$ cat src/rtl/mmio_console.sv
// mmio_console: MMIO console/exit peripheral on the core store path.
// Console bytes go through a FIFO into an 8N1 UART transmitter. An exit write
// becomes visible on exit_valid only once every earlier byte has left tx.
module mmio_console #(
  parameter int          CLKS_PER_BIT = 16,
  parameter int          FIFO_DEPTH   = 16,
  parameter logic [31:0] CONSOLE_ADDR = 32'hFFFF0000,
  parameter logic [31:0] EXIT_ADDR    = 32'hABCD0000
) (
  input  logic        clk_i,
  input  logic        rst_i,
  input  logic        st_valid_i,
  input  logic [31:0] st_addr_i,
  input  logic [31:0] st_data_i,
  output logic        st_ready_o,
  output logic        st_hit_o,
  output logic        tx_o,
  output logic        busy_o,
  output logic        exit_valid_o,
  output logic [31:0] exit_code_o
);

  localparam int AW = $clog2(FIFO_DEPTH);
  localparam int CW = AW + 1;
  localparam int BW = (CLKS_PER_BIT > 2) ? $clog2(CLKS_PER_BIT) : 1;

  typedef enum logic [1:0] {S_IDLE, S_START, S_DATA, S_STOP} state_e;

  state_e          state_q;
  logic [BW-1:0]   baud_q;
  logic [2:0]      bit_q;
  logic [7:0]      shift_q;
  logic            tx_q;
  logic [7:0]      mem_q [FIFO_DEPTH];
  logic [AW-1:0]   wptr_q, wptr_d, rptr_q, rptr_d;
  logic [CW-1:0]   count_q, count_d;
  logic            exit_pending_q, exit_valid_q;
  logic [31:0]     exit_code_q;

  logic is_con, is_exit, exit_lock, full, nonempty, baud_last;
  logic push, pop, exit_wr;

  assign is_con    = (st_addr_i == CONSOLE_ADDR);
  assign is_exit   = (st_addr_i == EXIT_ADDR);
  // Once an exit is seen every later store is swallowed, so nothing may stall.
  assign exit_lock = exit_pending_q | exit_valid_q;
  assign full      = (count_q == CW'(FIFO_DEPTH));
  assign nonempty  = (count_q != '0);
  assign baud_last = (baud_q == BW'(CLKS_PER_BIT - 1));

  assign st_hit_o   = is_con | is_exit;
  assign st_ready_o = !(is_con && full && !exit_lock);

  // Full FIFO refuses a push even when a pop lands on the same edge.
  assign push    = st_valid_i && is_con && !exit_lock && !full;
  // Pops only from a non-empty FIFO: no bypass of an empty buffer.
  assign pop     = nonempty && ((state_q == S_IDLE) || ((state_q == S_STOP) && baud_last));
  assign exit_wr = st_valid_i && is_exit && !exit_lock;

  assign tx_o         = tx_q;
  assign busy_o       = nonempty || (state_q != S_IDLE) || exit_pending_q;
  assign exit_valid_o = exit_valid_q;
  assign exit_code_o  = exit_code_q;

  // FIFO pointer/count next state.
  always_comb begin
    wptr_d  = wptr_q;
    rptr_d  = rptr_q;
    count_d = count_q;
    if (push) wptr_d = wptr_q + AW'(1);
    if (pop)  rptr_d = rptr_q + AW'(1);
    count_d = count_q + CW'(push) - CW'(pop);
  end

  // FIFO storage; contents need no reset, the pointers define validity.
  always_ff @(posedge clk_i) begin
    if (push) mem_q[wptr_q] <= st_data_i[7:0];
  end

  // FIFO pointer/count registers.
  always_ff @(posedge clk_i) begin
    if (rst_i) begin
      wptr_q  <= '0;
      rptr_q  <= '0;
      count_q <= '0;
    end else begin
      wptr_q  <= wptr_d;
      rptr_q  <= rptr_d;
      count_q <= count_d;
    end
  end

  // 8N1 transmitter, LSB first; STOP chains straight into the next START.
  always_ff @(posedge clk_i) begin
    if (rst_i) begin
      state_q <= S_IDLE;
      baud_q  <= '0;
      bit_q   <= '0;
      shift_q <= '0;
      tx_q    <= 1'b1;
    end else begin
      case (state_q)
        S_IDLE: begin
          tx_q   <= 1'b1;
          baud_q <= '0;
          if (pop) begin
            shift_q <= mem_q[rptr_q];
            state_q <= S_START;
            tx_q    <= 1'b0;
          end
        end
        S_START: begin
          if (baud_last) begin
            baud_q  <= '0;
            bit_q   <= '0;
            state_q <= S_DATA;
            tx_q    <= shift_q[0];
          end else begin
            baud_q <= baud_q + BW'(1);
          end
        end
        S_DATA: begin
          if (baud_last) begin
            baud_q  <= '0;
            shift_q <= shift_q >> 1;
            if (bit_q == 3'd7) begin
              state_q <= S_STOP;
              tx_q    <= 1'b1;
            end else begin
              bit_q <= bit_q + 3'd1;
              tx_q  <= shift_q[1];
            end
          end else begin
            baud_q <= baud_q + BW'(1);
          end
        end
        S_STOP: begin
          if (baud_last) begin
            baud_q <= '0;
            if (pop) begin
              shift_q <= mem_q[rptr_q];
              state_q <= S_START;
              tx_q    <= 1'b0;
            end else begin
              state_q <= S_IDLE;
              tx_q    <= 1'b1;
            end
          end else begin
            baud_q <= baud_q + BW'(1);
          end
        end
        default: begin
          state_q <= S_IDLE;
          tx_q    <= 1'b1;
        end
      endcase
    end
  end

  // Exit latch: hold the code, report only after the transmitter drains.
  always_ff @(posedge clk_i) begin
    if (rst_i) begin
      exit_pending_q <= 1'b0;
      exit_valid_q   <= 1'b0;
      exit_code_q    <= '0;
    end else if (exit_wr) begin
      exit_code_q    <= st_data_i;
      exit_pending_q <= 1'b1;
    end else if (exit_pending_q && !nonempty && (state_q == S_IDLE)) begin
      exit_valid_q   <= 1'b1;
      exit_pending_q <= 1'b0;
    end
  end

endmodule

$ cat config.mk
export PLATFORM = sky130hd
export DESIGN_NAME = mmio_console
export DESIGN_NICKNAME = d
export VERILOG_FILES = /design/src/rtl/mmio_console.sv
export SDC_FILE = /design/constraint.sdc
export NUM_CORES = 1
export LEC_CHECK = 0
export ABC_AREA = 1
export CELL_PAD_IN_SITES_DETAIL_PLACEMENT = 1
export CELL_PAD_IN_SITES_GLOBAL_PLACEMENT = 1
export CORE_ASPECT_RATIO = 0.6
export CORE_MARGIN = 2
export CORE_UTILIZATION = 43
export DETAILED_ROUTE_END_ITERATION = 8
export GPL_TIMING_DRIVEN = 0
export HOLD_SLACK_MARGIN = 0.05
export PLACE_DENSITY_LB_ADDON = 0.1
export SYNTH_ARGS = -nofsm -noshare
export SYNTH_HDL_FRONTEND = slang
export SYNTH_SLANG_ARGS = --single-unit
$ cat constraint.sdc
create_clock -name clk_i -period 3.3 [get_ports clk_i]
set_input_delay 0.495 -clock clk_i [delete_from_list [all_inputs] [get_ports clk_i]]
set_output_delay 0.495 -clock clk_i [all_outputs]
set_load 0.02 [all_outputs]
==> out/qor.yml, run 1 <==
run_status:
  status: "complete, no violations"
place:
  pre_cts_ws_ns: -0.03151
  gp_congestion: 0.8377
  numPlacedInstances: 1316
  hpwl_um: 19110
  portBuffers: 102
setup_path:
  startpoint_type: "input port"
  cp_data_required_time_ns: 3.68
  cp_data_arrival_time_ns: 3.27
  crit_fanout: 7
  endpoint_kind: "flip-flop"
  worst-setup-path-type: "input port to flip-flop"
synth:
  synthArstFlopShare_pct: 0
  syn_nets: 1028
  ys_seq_area_share_pct: 60.57
  synth-edff-count: 128
  syn_avg_cell_area_sq_um: 9.167
  ys_ff_latch: 197
  synthesis.area_sq_mm: 0.008626
  synth_ff_type: "edfxtp_1"
  syn_inst: 941
  synth_warnings: 0
  ys_types: 31
sta:
  fin_ws_ns: 0.4068
  rsz0062_at_grt: "no"
  finClkSkew_ns: 0.01240
  period_share_pct: 87.67
  setup_viol: 0
  maxSlewViolCount: 0
  max_freq_mhz: 345.6
  relSlewSlack_pct: 27.84
  final_hold_viol_count: 0
  period_needed_ns: 2.893
  tightest_slew_ns: 1.078
drt:
  num_vias: 6946
  viasPerCell: 5.153
  detail_route.drc_violations: 0
  drt-initial-drc-count: 482
  finalWirelength_um: 26190
  postRouteAntennaNets: 0
  wl_per_cell_um: 19.43
  drt_first_pass_iters: 5
power_and_ir_drop:
  seqPwrFrac_pct: 38.2
  ir_drop_uv: 476.7
  leakagePower_nw: 4.352
  internal-power_w: 0.004600
  switching_share_pct: 37.48
  combPwrFrac_pct: 33.0
  power_density_mw_per_mm2: 695.3
  p_sw_w: 0.002758
  clkPwrFrac_pct: 28.7
die:
  die_h_um: 113.7
  dieWidth_um: 186.8
  row_count: 40
  coreArea_sq_mm: 0.01982
  dieArea_sq_mm: 0.02125
  initial_utilization_pct: 43.52
  pin_count: 104
flow_run:
  max_cap_viol_count: 0
layout:
  fin_nets: 1149
  final_util_pct: 53.39
  layout_common_cells: "221 x nand2_1, 150 x nor2_1, 128 x edfxtp_1, 107 x inv_1, 102 x clkdlybuf4s50_1"
  final_cells: 1348
  fillers: 2306
  drive_above_1_share_pct: 6.977
  synthToLayoutAreaGrowth_pct: 22.67
  n_antenna_cell: 0
  final_common_cell: "nand2_1"
cts:
  clock_sinks: 197
  cts_hold_buf: 0
  cts_root_buf: "clkbuf_16"
  postCtsSetupBuffers: 0
  clock_path_buffers: 2
  insertion_delay_ns: 0.45
  tritoncts: "yes"
  post_cts_resize_count: 0
  cts_buffers: 17
  clkTransAtPathRegs_ns: 0.07
  htreeDepth: 4
global_routing:
  grt_usage_pct: 25.50
  first_global_vias: 7012
  grt_start_max_net_pins: 20
  antenna_found_initial: 0
  gr-total-overflow: 0
  grt_pass1_wl_um: 40320
min_path:
  hold_class: "flip-flop to flip-flop"
[metal layers]
metal | share of wire, % | up-vias | track usage, %
li1 | - | 3297 | -
met1 | 49 | 3406 | 37.82
met2 | 40 | 217 | 35.74
met3 | 9.3 | 26 | 8.892
met4 | 1.0 | 0 | 5.661
met5 | 0 | - | 0
[state kept, by name, indices dropped and copies added (netlist names), 3 cells and up, named ones only]
register	flops
mem_q	128
count_q	5
rptr_q	4
bit_q	3
baud_q	4
wptr_q	4
exit_code_o	32
shift_q	8
[synth_stat cells, types with 2 or more instances]
master	n	area (sq um)
a21oi_1	22	110.1
a21oi_2	3	26.28
buf_1	2	7.510
buf_2	11	55.05
buf_4	5	37.54
buf_6	7	78.83
clkbuf_1	14	52.55
dfxtp_1	69	1381
edfxtp_1	128	3844
ha_1	19	237.7
inv_1	107	401.6
inv_2	6	22.52
nand2_1	221	829.6
nand2_2	3	18.77
nand3_1	91	455.4
nand3_2	3	30.03
nand4_1	7	43.79
nor2_1	150	563.0
nor2_2	3	18.77
o211ai_1	6	45.04
o21ai_0	24	120.1
o21ai_1	30	150.1
xor2_1	2	17.52
[power groups by stage]
stage	Combinational, W	Clock, W	Sequential [W]
after floorplan	0.00153	0	0.00286
after global placement	0.00231	0	0.00287
after detailed placement	0.00238	0	0.00287
after CTS	0.00240	0.00213	0.00281
after global routing	0.00271	0.00224	0.00283
final	0.00243	0.00212	0.00281
[worst paths after layout]
path / start / endpoint / slack (ns) / cells after the start
setup / recovery: st_addr_i[19] / count_q[4] / 0.41 / 14
hold / removal: baud_q[0] / baud_q[0] / 0.45 / 1
setup reg to reg: state_q[0] / count_q[4] / 0.44 / 14
hold reg to reg: baud_q[0] / baud_q[0] / 0.45 / 1
[logic make-up (layout without fill, tap and decap cells)]
| kind of cell | Yosys count | in the layout | share of synthesized area [%] |
|---|---|---|---|
| flops | 197 | 197 | 60.57 |
| buf+inv | 152 | 286 | 7.601 |
| fa+ha+maj | 20 | 20 | 2.988 |
| simple gates | 480 | 480 | 22.90 |
| compound gates | 90 | 90 | 5.730 |
| xor+xnor | 2 | 2 | 0.2031 |
[stage by stage]
stage          hold slack [ns]  instance area (sq um)  setup TNS (ns)  power, W
6_report                0.4541                  10580               0  0.007358
5_1_grt                 0.4930                  10580               0  0.007782
4_1_cts                 0.4584                  10580               0  0.007348
3_5_place_dp            0.4441                   9988        -0.03151  0.005245
3_3_place_gp            0.4323                   9988       -0.005451  0.005173
2_1_floorplan           0.4179                   8626               0  0.004388
[final cells by class]
type / count / area, sq um / area share [%]
Clock buffer: 19 / 464.2 / 4.387
Timing Repair Buffer: 102 / 1021 / 9.649
Buffer: 39 / 231.5 / 2.188
Inverter: 113 / 424.2 / 4.009
Sequential cell: 197 / 5225 / 49.38
Clock inverter: 13 / 128.9 / 1.218
Tap cell: 273 / 341.6 / 3.228
Multi-Input combinational cell: 592 / 2745 / 25.94
[worst max-delay path: stages]
cell and delay (ns):
clkdlybuf4s50_1 0.46, nand2_1 0.05, nor2_1 0.11, nand2_1 0.08, nor2_1 0.22, nand3_2 0.23
ha_1 0.34, inv_1 0.05, ha_1 0.16, inv_1 0.06, fa_1 0.41, o31ai_1 0.35
o21ai_0 0.13, a21oi_1 0.13
(Power assumes the default switching activity.)
==> run 2, diff against run 1 <==
Settings changed: CORE_UTILIZATION 43 to 30.
==> out/qor.yml, run 2 (synthesized netlist as in run 1, its figures left out) <==
layout:
  fillers: 3258
  multi_input_area_sq_mm: 0.002745
  final_util_pct: 37.60
  synthToLayoutAreaGrowth_pct: 24.35
  layout_common_cells: "221 x nand2_1, 150 x nor2_1, 128 x edfxtp_1, 107 x inv_1, 102 x clkdlybuf4s50_1"
  largest_register_ffs: 128
  final_common_cell: "nand2_1"
  top_register: "mem_q"
  fin_nets: 1149
  ff_latch_area_sq_mm: 0.005225
  n_antenna_cell: 0
  drive_above_1_share_pct: 6.791
setup_path:
  cp_data_arrival_time_ns: 3.26
  worstSetupPathDepth: 14
  crit_chain: "clkdlybuf4s50_1 > nand2_1 > nor2_1 > nand2_1 > nor2_1 > nand3_2 > ha_1 > inv_1 > ha_1 > inv_1 > fa_1 > o31ai_1 > o21ai_0 > a21oi_1"
  crit_path_end: "count_q[4]"
  crit_buf_inv: 3
  endpoint_kind: "flip-flop"
  r2r_setup_slack_ns: 0.48
  reg2reg_depth: 14
  crit_fanout: 7
  cp_data_required_time_ns: 3.68
  cpMaxStageDelayCell: "clkdlybuf4s50_1"
  worstReg2RegEnd: "count_q[4]"
  startpoint_type: "input port"
  crit_path_start: "st_addr_i[18]"
  slowest_delay_ns: 0.46
  r2r_start: "state_q[0]"
  crit_family: "adder cells"
  worst-setup-path-type: "input port to flip-flop"
die:
  pin_count: 104
  die_h_um: 135.3
  dieArea_sq_mm: 0.03017
  initial_utilization_pct: 30.24
  coreArea_sq_mm: 0.02853
  row_count: 48
  dieWidth_um: 222.9
cts:
  insertion_delay_ns: 0.45
  htreeDepth: 4
  clock_sinks: 197
  cts_buffers: 17
  cts_root_buf: "clkbuf_16"
  tritoncts: "yes"
  clock_path_buffers: 2
  post_cts_resize_count: 0
  cts_hold_buf: 0
  clkTransAtPathRegs_ns: 0.07
  postCtsSetupBuffers: 0
run_status:
  status: "complete, no violations"
global_routing:
  first_global_vias: 6545
  grt_start_max_net_pins: 18
  grt_usage_pct: 19.33
  gr-total-overflow: 0
  antenna_found_initial: 2
  grt_pass1_wl_um: 41880
sta:
  holdWs_ns: 0.4605
  setup_viol: 0
  maxSlewViolCount: 0
  max_freq_mhz: 347.0
  period_needed_ns: 2.882
  period_share_pct: 87.32
  rsz0062_at_grt: "no"
  setup_tns_ns: 0
  final_hold_viol_count: 0
  tightest_slew_ns: 1.069
  finClkSkew_ns: 0.01044
  relSlewSlack_pct: 28.44
power_and_ir_drop:
  power_density_mw_per_mm2: 693.3
  ir_drop_uv: 352.4
  leakagePower_nw: 4.352
drt:
  viasPerCell: 4.574
  detail_route.drc_violations: 0
  drt-initial-drc-count: 427
  num_vias: 6633
  finalWirelength_um: 28030
  postRouteAntennaNets: 0
  drt_first_pass_iters: 5
  wl_per_cell_um: 19.33
flow_run:
  max_cap_viol_count: 0
min_path:
  hold_class: "flip-flop to flip-flop"
place:
  hpwl_um: 20900
  gp_congestion: 0.8080
  portBuffers: 102
## run 2: cell count changes in the layout (fill, tap and decap cells not counted)
cell        delta
bufinv_16      +3
clkbuf_1       +2
clkbuf_16      -1
clkbuf_8       +1
clkinv_2       +2
clkinv_4       -2
clkinv_8       -1
clkinvlp_4     +2
inv_4          -1
inv_6          -1
inv_8          -4
## run 2: metrics by stage
stage | total power (W) | cell area [sq um] | std cells | worst slack [ns]
global route | 0.007898 | 10730 | 1450 | 0.1961
CTS | 0.007517 | 10730 | 1450 | 0.4133
finish | 0.007437 | 10730 | 1450 | 0.4184
detailed placement | 0.005306 | 10120 | 1418 | -0.07508
floorplan | 0.004388 | 8626 | 941 | 0.8316
global placement | 0.005260 | 10120 | 1418 | -0.01461
## run 2: how the worst min path moves through the flow
stage | cells past startpoint | to | start
after floorplan | 1 | baud_q[0] | baud_q[0]
after global placement | 1 | baud_q[0] | baud_q[0]
after detailed placement | 1 | baud_q[0] | baud_q[0]
after CTS | 1 | baud_q[0] | baud_q[0]
after global routing | 1 | baud_q[0] | baud_q[0]
final | 1 | baud_q[0] | baud_q[0]
## run 2: final cells by class
cell class,count,area share (%)
Clock inverter,11,1.400
Buffer,39,2.158
Multi-Input combinational cell,592,25.59
Inverter,113,3.954
Tap cell,375,4.374
Clock buffer,21,4.293
Timing Repair Buffer,102,9.518
Sequential cell,197,48.71
## run 2: layer usage
layer	up-vias	track usage [%]	wire length (um)
met1	3138	32.05	15880
met5	-	0	27
met3	25	5.791	2086
met4	4	4.773	312
li1	3293	-	-
met2	173	22.97	9722
## run 2: where the power goes
| part | total (W) | switching, W | leakage, nW | internal [W] |
|---|---|---|---|---|
| registers | 0.00282 | 0.0000758 | 1.71 | 0.00274 |
| clock network | 0.00218 | 0.000946 | 0.294 | 0.00124 |
| logic | 0.00244 | 0.00165 | 2.35 | 0.000789 |
